### config.mk
export PLATFORM = sky130hd
export DESIGN_NAME = mips_muldiv_seq
export DESIGN_NICKNAME = d
export VERILOG_FILES = /design/src/rtl/mips_muldiv_seq.sv
export SDC_FILE = /design/constraint.sdc
export NUM_CORES = 1
export LEC_CHECK = 0
export CORE_MARGIN = 1
export CORE_UTILIZATION = 55
export DETAILED_ROUTE_END_ITERATION = 7
export GPL_ROUTABILITY_DRIVEN = 0
export PLACE_DENSITY = 0.77
export SYNTH_ARGS = -nofsm -noshare
export SYNTH_HDL_FRONTEND = slang
export SYNTH_SLANG_ARGS = --single-unit
### constraint.sdc
create_clock -name clk -period 6.5 [get_ports clk]
set_input_delay 0.975 -clock clk [delete_from_list [all_inputs] [get_ports clk]]
set_output_delay 0.975 -clock clk [all_outputs]
set_load 0.05 [all_outputs]
### src/rtl/mips_muldiv_seq.sv
// Iterative MULT/MULTU/DIV/DIVU sequencer that owns the HI/LO registers.
// Shift-add multiply and restoring divide, XLEN iterations, fixed latency.
module mips_muldiv_seq #(
   parameter int unsigned XLEN = 32
) (
   input  logic            clk,
   input  logic            rst_b,
   input  logic            req_valid,
   output logic            req_ready,
   input  logic [1:0]      req_op,
   input  logic [XLEN-1:0] req_a,
   input  logic [XLEN-1:0] req_b,
   input  logic            kill,
   input  logic            wr_hi,
   input  logic            wr_lo,
   input  logic [XLEN-1:0] wr_data,
   output logic            busy,
   output logic            done,
   output logic            div_zero,
   output logic [XLEN-1:0] hi,
   output logic [XLEN-1:0] lo
);

   localparam int unsigned CW = (XLEN > 1) ? $clog2(XLEN) : 1;

   typedef enum logic [1:0] {IDLE, PREP, RUN, FIXUP} state_e;

   state_e            state;
   logic              is_div;
   logic              is_signed;
   logic              neg_ab;
   logic              neg_rem;
   logic [XLEN-1:0]   a_org;
   logic [XLEN-1:0]   operand;
   logic [XLEN-1:0]   acc;
   logic [XLEN-1:0]   lo_sh;
   logic [CW-1:0]     cnt;

   logic              a_neg;
   logic              b_neg;
   logic [XLEN-1:0]   mag_a;
   logic [XLEN-1:0]   mag_b;
   logic [XLEN:0]     mul_sum;
   logic [XLEN:0]     rem_sh;
   logic [XLEN:0]     trial;
   logic [2*XLEN-1:0] prod;
   logic [2*XLEN-1:0] prod_fix;
   logic [XLEN-1:0]   res_hi;
   logic [XLEN-1:0]   res_lo;

   assign busy      = (state != IDLE);
   assign req_ready = (state == IDLE);

   // acc/lo_sh/operand are shared: {acc,lo_sh} is the product pair for
   // multiply and the {rem,quo} pair for divide; operand holds mcand/divisor.
   always_comb begin
      a_neg    = is_signed & a_org[XLEN-1];
      b_neg    = is_signed & operand[XLEN-1];
      mag_a    = a_neg ? -a_org : a_org;
      mag_b    = b_neg ? -operand : operand;
      mul_sum  = {1'b0, acc} + (lo_sh[0] ? {1'b0, operand} : '0);
      rem_sh   = {acc, lo_sh[XLEN-1]};
      trial    = rem_sh - {1'b0, operand};
      prod     = {acc, lo_sh};
      prod_fix = neg_ab ? -prod : prod;
      if (!is_div) begin
         res_hi = prod_fix[2*XLEN-1:XLEN];
         res_lo = prod_fix[XLEN-1:0];
      end else if (operand == '0) begin
         res_hi = a_org;
         res_lo = '1;
      end else begin
         res_hi = neg_rem ? -acc : acc;
         res_lo = neg_ab ? -lo_sh : lo_sh;
      end
   end

   always_ff @(posedge clk or negedge rst_b) begin
      if (!rst_b) begin
         state     <= IDLE;
         is_div    <= 1'b0;
         is_signed <= 1'b0;
         neg_ab    <= 1'b0;
         neg_rem   <= 1'b0;
         a_org     <= '0;
         operand   <= '0;
         acc       <= '0;
         lo_sh     <= '0;
         cnt       <= '0;
         hi        <= '0;
         lo        <= '0;
         done      <= 1'b0;
         div_zero  <= 1'b0;
      end else begin
         done     <= 1'b0;
         div_zero <= 1'b0;
         case (state)
            IDLE: begin
               if (wr_hi) hi <= wr_data;
               if (wr_lo) lo <= wr_data;
               if (req_valid && !kill) begin
                  is_div    <= req_op[1];
                  is_signed <= ~req_op[0];
                  a_org     <= req_a;
                  operand   <= req_b;
                  state     <= PREP;
               end
            end
            PREP: begin
               if (kill) begin
                  state <= IDLE;
               end else begin
                  neg_ab  <= a_neg ^ b_neg;
                  neg_rem <= a_neg;
                  acc     <= '0;
                  cnt     <= '0;
                  if (is_div) begin
                     lo_sh   <= mag_a;
                     operand <= mag_b;
                  end else begin
                     lo_sh   <= mag_b;
                     operand <= mag_a;
                  end
                  state <= RUN;
               end
            end
            RUN: begin
               if (kill) begin
                  state <= IDLE;
               end else begin
                  if (is_div) begin
                     if (!trial[XLEN]) begin
                        acc   <= trial[XLEN-1:0];
                        lo_sh <= {lo_sh[XLEN-2:0], 1'b1};
                     end else begin
                        acc   <= rem_sh[XLEN-1:0];
                        lo_sh <= {lo_sh[XLEN-2:0], 1'b0};
                     end
                  end else begin
                     acc   <= mul_sum[XLEN:1];
                     lo_sh <= {mul_sum[0], lo_sh[XLEN-1:1]};
                  end
                  cnt <= cnt + CW'(1);
                  if (cnt == CW'(XLEN - 1)) state <= FIXUP;
               end
            end
            FIXUP: begin
               state <= IDLE;
               if (!kill) begin
                  hi       <= res_hi;
                  lo       <= res_lo;
                  done     <= 1'b1;
                  div_zero <= is_div && (operand == '0);
               end
            end
            default: state <= IDLE;
         endcase
      end
   end

endmodule
==> run metrics, run 1 <==
status=finished with violations; failing checks=DRC; clock period minus worst slack=4.68 ns; clk sinks=205; crit path launch type=flip-flop; first-pass GRT wire length=84400 µm; initial core utilization=0.561; Placed Area=19100 µm²; crit-path max FO=33; routed vias/inst=6.45; Synth async-reset ratio=1.00; Antenna Violating Nets Remaining=0; unrepaired setup endpoints after global routing=false; initial antenna violation count=2; Crit. End Element=flip-flop; IO Pins=172; Critical Path AT=5.09 ns; post-layout util=0.646; Final Net Count=2380; Mean Syn Cell Area=8.11 µm²; DRT iter0 DRCs=2092; P per Cell Area=606 nW/µm²; share of the synthesized area in the top cell type=0.297; GR Util All Layers=0.335; Post-synth EDFFs=0; clk root buf=clkbuf_16; DRC=52; clock skew=0.0221 ns; Bufs on Longest Clock Path=3; Worst-Margin Slew=1.22 ns; Detailed Place HPWL=40500 µm; die height=179 µm; synth top area cells=dfrtp_1 30%, o21ai_0 6.8%, nand2_1 5.9%; Synth Instances=2128; Cell variety after synth=80; Std-Cell Rows=64; Syn Std Cell Area=17300 µm²; cells on worst reg2reg path=13; syn nets=2308; Rel. slew slack=0.185; core box area=30700 µm²; R2R setup slack=1.82 ns; Routed WL per cell=20.8 µm; TNS Setup=0 ns; Hold WC Path Type=input pin to async pin; R2R Path End=acc[15]; sequential share of the synthesized area=0.297; drt first pass iters=8; share of cells above drive strength 1=0.0677; maximum VDD drop=0.000305 V; Placed Cells=2572; dominant synthesized flop cell=dfrtp_1; Worst-path clk slew=0.07 ns; Final Hold Fails=0; Worst-Skew Late Latency=0.53 ns; total power=12.0 mW; total wire length=54200 µm; flops & latches, synth=205; cts bufs inserted=22; CTS tree=yes; Leak=8.56 nW; Syn-to-layout area delta=15.1%; f_max=214 MHz; Crit Path Class=flip-flop to flip-flop; # diodes=0; via count=16.8k; die width=179 µm; die footprint=32100 µm²; fin area=19900 µm²; Setup-failing EPs final=0; Post-CTS Setup Bufs=0; worst path required time=6.92 ns; vias in the first global route=15.6k; CTS hold repair buffers=0; period utilisation layout=0.719; Overflow after GRT=0; Synth Warn #=0; commonest non-fill, non-tap cell in the layout=nand2_1; area leader, netlist=dfrtp_1; fin cells=2612; commonest cells after routing, fill and taps aside=272 x nand2_1, 234 x o21ai_0, 204 x dfrtp_1; Max Cap Violations=0; max-slew violations=0; worst reg2reg path startpoint=lo_sh[0]; Resized cells post-CTS=0; largest net degree at the start of global routing=85; Max H-tree Level=1; PortBufs=171
[state kept, by name, indices dropped and copies added (netlist names)]
register	cells
a_org	32
acc	32
hi	32
lo	32
lo_sh	32
operand	32
cnt	5
state	2
div_zero	1
done	1
is_div	1
is_signed	1
neg_ab	1
neg_rem	1
[worst max path at each step]
stage / depth (start not counted) / to / from / slack [ns]
2_1_floorplan: 12 / hi[12] / lo_sh[10] / 2.91
3_3_place_gp: 13 / acc[15] / lo_sh[0] / 2.29
3_5_place_dp: 13 / acc[15] / lo_sh[0] / 2.19
4_1_cts: 13 / acc[15] / lo_sh[0] / 2.09
5_1_grt: 13 / acc[15] / lo_sh[0] / 1.65
6_report: 13 / acc[15] / lo_sh[0] / 1.82
[logic make-up (layout without fill, tap and decap cells)]
family          count (synthesis)  count (layout)  synth area share
simple gates                  666             666             0.176
xor+xnor                      188             188            0.0954
flops                         205             205             0.297
mux                           131             131            0.0958
buf+inv                       209             297            0.0463
compound gates                653             653             0.233
fa+ha+maj                      76              76            0.0560
[synth_stat cells, types with 9 or more instances]
library cell  number
nand2_1          272
o21ai_0          235
dfrtp_1          205
nor2_1           171
a21oi_1          135
clkbuf_1         122
xnor2_1          108
xor2_1            80
ha_1              74
mux2i_1           71
inv_1             65
mux2_2            37
a21o_1            36
nor3_1            36
nand3_1           34
o31ai_1           29
o211ai_1          25
a22oi_1           24
a31oi_1           24
nand2b_1          24
or3_1             24
o22ai_1           23
a211oi_1          22
mux4_2            21
buf_1             19
nor2b_1           16
nor4_1            15
and3_1            14
o21a_1            12
o41ai_1           12
or2_2             12
nand4_1           11
or4_1             10
and2_1             9
[worst max-delay path, cell delays in order (launching register included)]
cell     delay [ns]
dfrtp_1        0.49
inv_1          0.89
nor2_1         0.13
ha_1           0.38
nand2_1        0.11
or4b_2         0.62
o21ai_0        0.38
o21ai_0        0.21
a21o_1         0.22
a21o_1         0.20
a21bo_2        0.23
a31oi_1        0.24
xnor2_1        0.12
a221o_1        0.30
[layout make-up]
class	instances	area (µm²)
Fill cell	2564	10900
Timing Repair Buffer	191	1870
Tap cell	396	495
Sequential cell	205	5130
Multi-Input combinational cell	1714	11400
Inverter	66	248
Clock buffer	24	589
Clock inverter	16	153
[per-stage QoR]
| stage | setup slack, ns | hold WS (ns) |
|---|---|---|
| 2_1_floorplan | 2.91 | 0.469 |
| 3_3_place_gp | 2.29 | 0.462 |
| 3_5_place_dp | 2.19 | 0.469 |
| 4_1_cts | 2.09 | 0.428 |
| 5_1_grt | 1.65 | 0.458 |
| 6_report | 1.82 | 0.412 |
[power breakdown]
part,switching [mW],internal (mW)
Sequential,1.05,1.86
Clock,0.565,0.739
Combinational,4.76,3.05
[per-layer routing]
| layer | GRT usage | vias up | part of all wire |
|---|---|---|---|
| met5 | 0 | - | 0 |
| met4 | 0.118 | 0 | 0.034 |
| li1 | - | 7793 | - |
| met2 | 0.520 | 966 | 0.44 |
| met3 | 0.0407 | 118 | 0.10 |
| met1 | 0.480 | 7959 | 0.43 |
No activity file was read; power rests on OpenSTA's default activity.
==> run 2, diff against run 1 <==
CORE_UTILIZATION = 53   (was 55)
PLACE_DENSITY = 0.78   (was 0.77)
clock period = 4.1 ns   (was 6.5 ns; I/O delays follow)
==> run metrics, run 2 (synthesized netlist as in run 1, its figures left out) <==
max-slew violations=0; P per Cell Area=966 nW/µm²; core box area=31800 µm²; CTS tree=yes; initial antenna violation count=0; # diodes=0; FF/Latch Area=5130 µm²; Crit. End Element=flip-flop; clock skew=0.0186 ns; Placed Cells=2665; die footprint=33300 µm²; die width=182 µm; largest net degree at the start of global routing=96; initial core utilization=0.543; Rel. slew slack=0.265; Hold WC Path Type=input pin to async pin; die height=182 µm; DRC=0; crit-path max FO=37; f_max=256 MHz; vias in the first global route=16.7k; worst reg2reg path startpoint=operand[7]; PortBufs=171; R2R setup slack=0.19 ns; status=completed; Crit Path Class=flip-flop to flip-flop; period utilisation layout=0.953; Antenna Violating Nets Remaining=0; multi-input logic area=11400 µm²; clk root buf=clkbuf_16; Overflow after GRT=0; commonest cells after routing, fill and taps aside=272 x nand2_1, 234 x o21ai_0, 204 x dfrtp_1; share of cells above drive strength 1=0.0885; Bufs on Longest Clock Path=3; DRT iter0 DRCs=2002; clk sinks=205; Max Cap Violations=0; Setup-failing EPs final=0; fin cells=2706; Final Hold Fails=0; Routed WL per cell=21.2 µm; Std-Cell Rows=65; routed vias/inst=6.45; commonest non-fill, non-tap cell in the layout=nand2_1; GR Util All Layers=0.340; TNS Setup=0 ns; IO Pins=172; crit path launch type=flip-flop; first-pass GRT wire length=90200 µm; Worst-Margin Slew=1.10 ns; Resized cells post-CTS=0; Syn-to-layout area delta=18.5%; Worst-Skew Late Latency=0.54 ns; maximum VDD drop=0.000571 V; Final Net Count=2435; total wire length=57300 µm; Post-CTS Setup Bufs=0; R2R Path End=acc[26]; clock period minus worst slack=3.91 ns; cts bufs inserted=23; Worst-path clk slew=0.06 ns; drt first pass iters=6; Detailed Place HPWL=43000 µm; Max H-tree Level=1; worst path required time=4.50 ns; CTS hold repair buffers=0; cells on worst reg2reg path=13; Leak=8.90 nW; via count=17.5k; Critical Path AT=4.30 ns; unrepaired setup endpoints after global routing=false; # fillers=2588
## run 2: changes by cell type in the layout (fill, tap and decap cells not counted)
cell | before | now
buf_4 | 20 | 70
buf_12 | 0 | 4
inv_6 | 0 | 2
ha_2 | 1 | 0
bufinv_16 | 2 | 4
clkbuf_1 | 0 | 3
nor2_1 | 170 | 171
ha_4 | 0 | 1
clkinv_2 | 6 | 1
clkbuf_8 | 2 | 6
nor2_2 | 1 | 0
clkinv_4 | 2 | 1
clkinvlp_4 | 6 | 2
## run 2: worst max-delay path by stage
stage                    start       to  depth (start not counted)
floorplan            lo_sh[10]   hi[12]                         12
global placement      lo_sh[9]   hi[12]                         10
detailed placement  operand[7]  acc[26]                         13
CTS                 operand[7]  acc[26]                         13
global route         lo_sh[10]   hi[12]                         10
finish              operand[7]  acc[26]                         13
## run 2: power breakdown
part	internal, mW	leakage (nW)	switching [mW]	total (mW)
Sequential	2.96	2.54	1.35	4.31
Clock	1.38	0.397	0.897	2.27
Combinational	5.08	5.96	8.10	13.2
Total	9.42	8.90	10.3	19.8
## run 2: cell type report
class                           instances  area share
Inverter                               66      0.0121
Clock inverter                         10     0.00814
Clock buffer                           31      0.0321
Multi-Input combinational cell       1714       0.557
Tap cell                              435      0.0266
Timing Repair Buffer                  245       0.113
Sequential cell                       205       0.251
## run 2: metal layers
| layer | GRT usage | routed length (µm) |
|---|---|---|
| met1 | 0.460 | 23000 |
| met2 | 0.546 | 25700 |
| met3 | 0.0513 | 6220 |
| met4 | 0.138 | 2330 |
| met5 | 0 | 0 |
## run 2: worst max-delay path, cell delays in order (launching register included)
cell	delay [ns]
dfrtp_1	0.40
inv_1	0.11
ha_1	0.39
a21o_1	0.24
or3_1	0.33
o211ai_1	0.38
a21oi_1	0.18
o21a_1	0.27
a31oi_1	0.43
xnor2_2	0.19
buf_12	0.27
mux2_2	0.37
nand3_1	0.10
o211ai_1	0.11
## run 2: per-stage QoR
stage / hold slack [ns] / power, mW / setup WS, ns / utilization / cell area, µm²
floorplan: 0.319 / 13.2 / 0.512 / - / 17300
global placement: 0.463 / 16.6 / 0.371 / 0.617 / 19600
detailed placement: 0.469 / 17.0 / 0.283 / 0.617 / 19600
CTS: 0.185 / 19.4 / 0.255 / 0.643 / 20500
global route: 0.226 / 21.0 / 0.0477 / 0.643 / 20500
finish: 0.161 / 19.8 / 0.193 / 0.643 / 20500
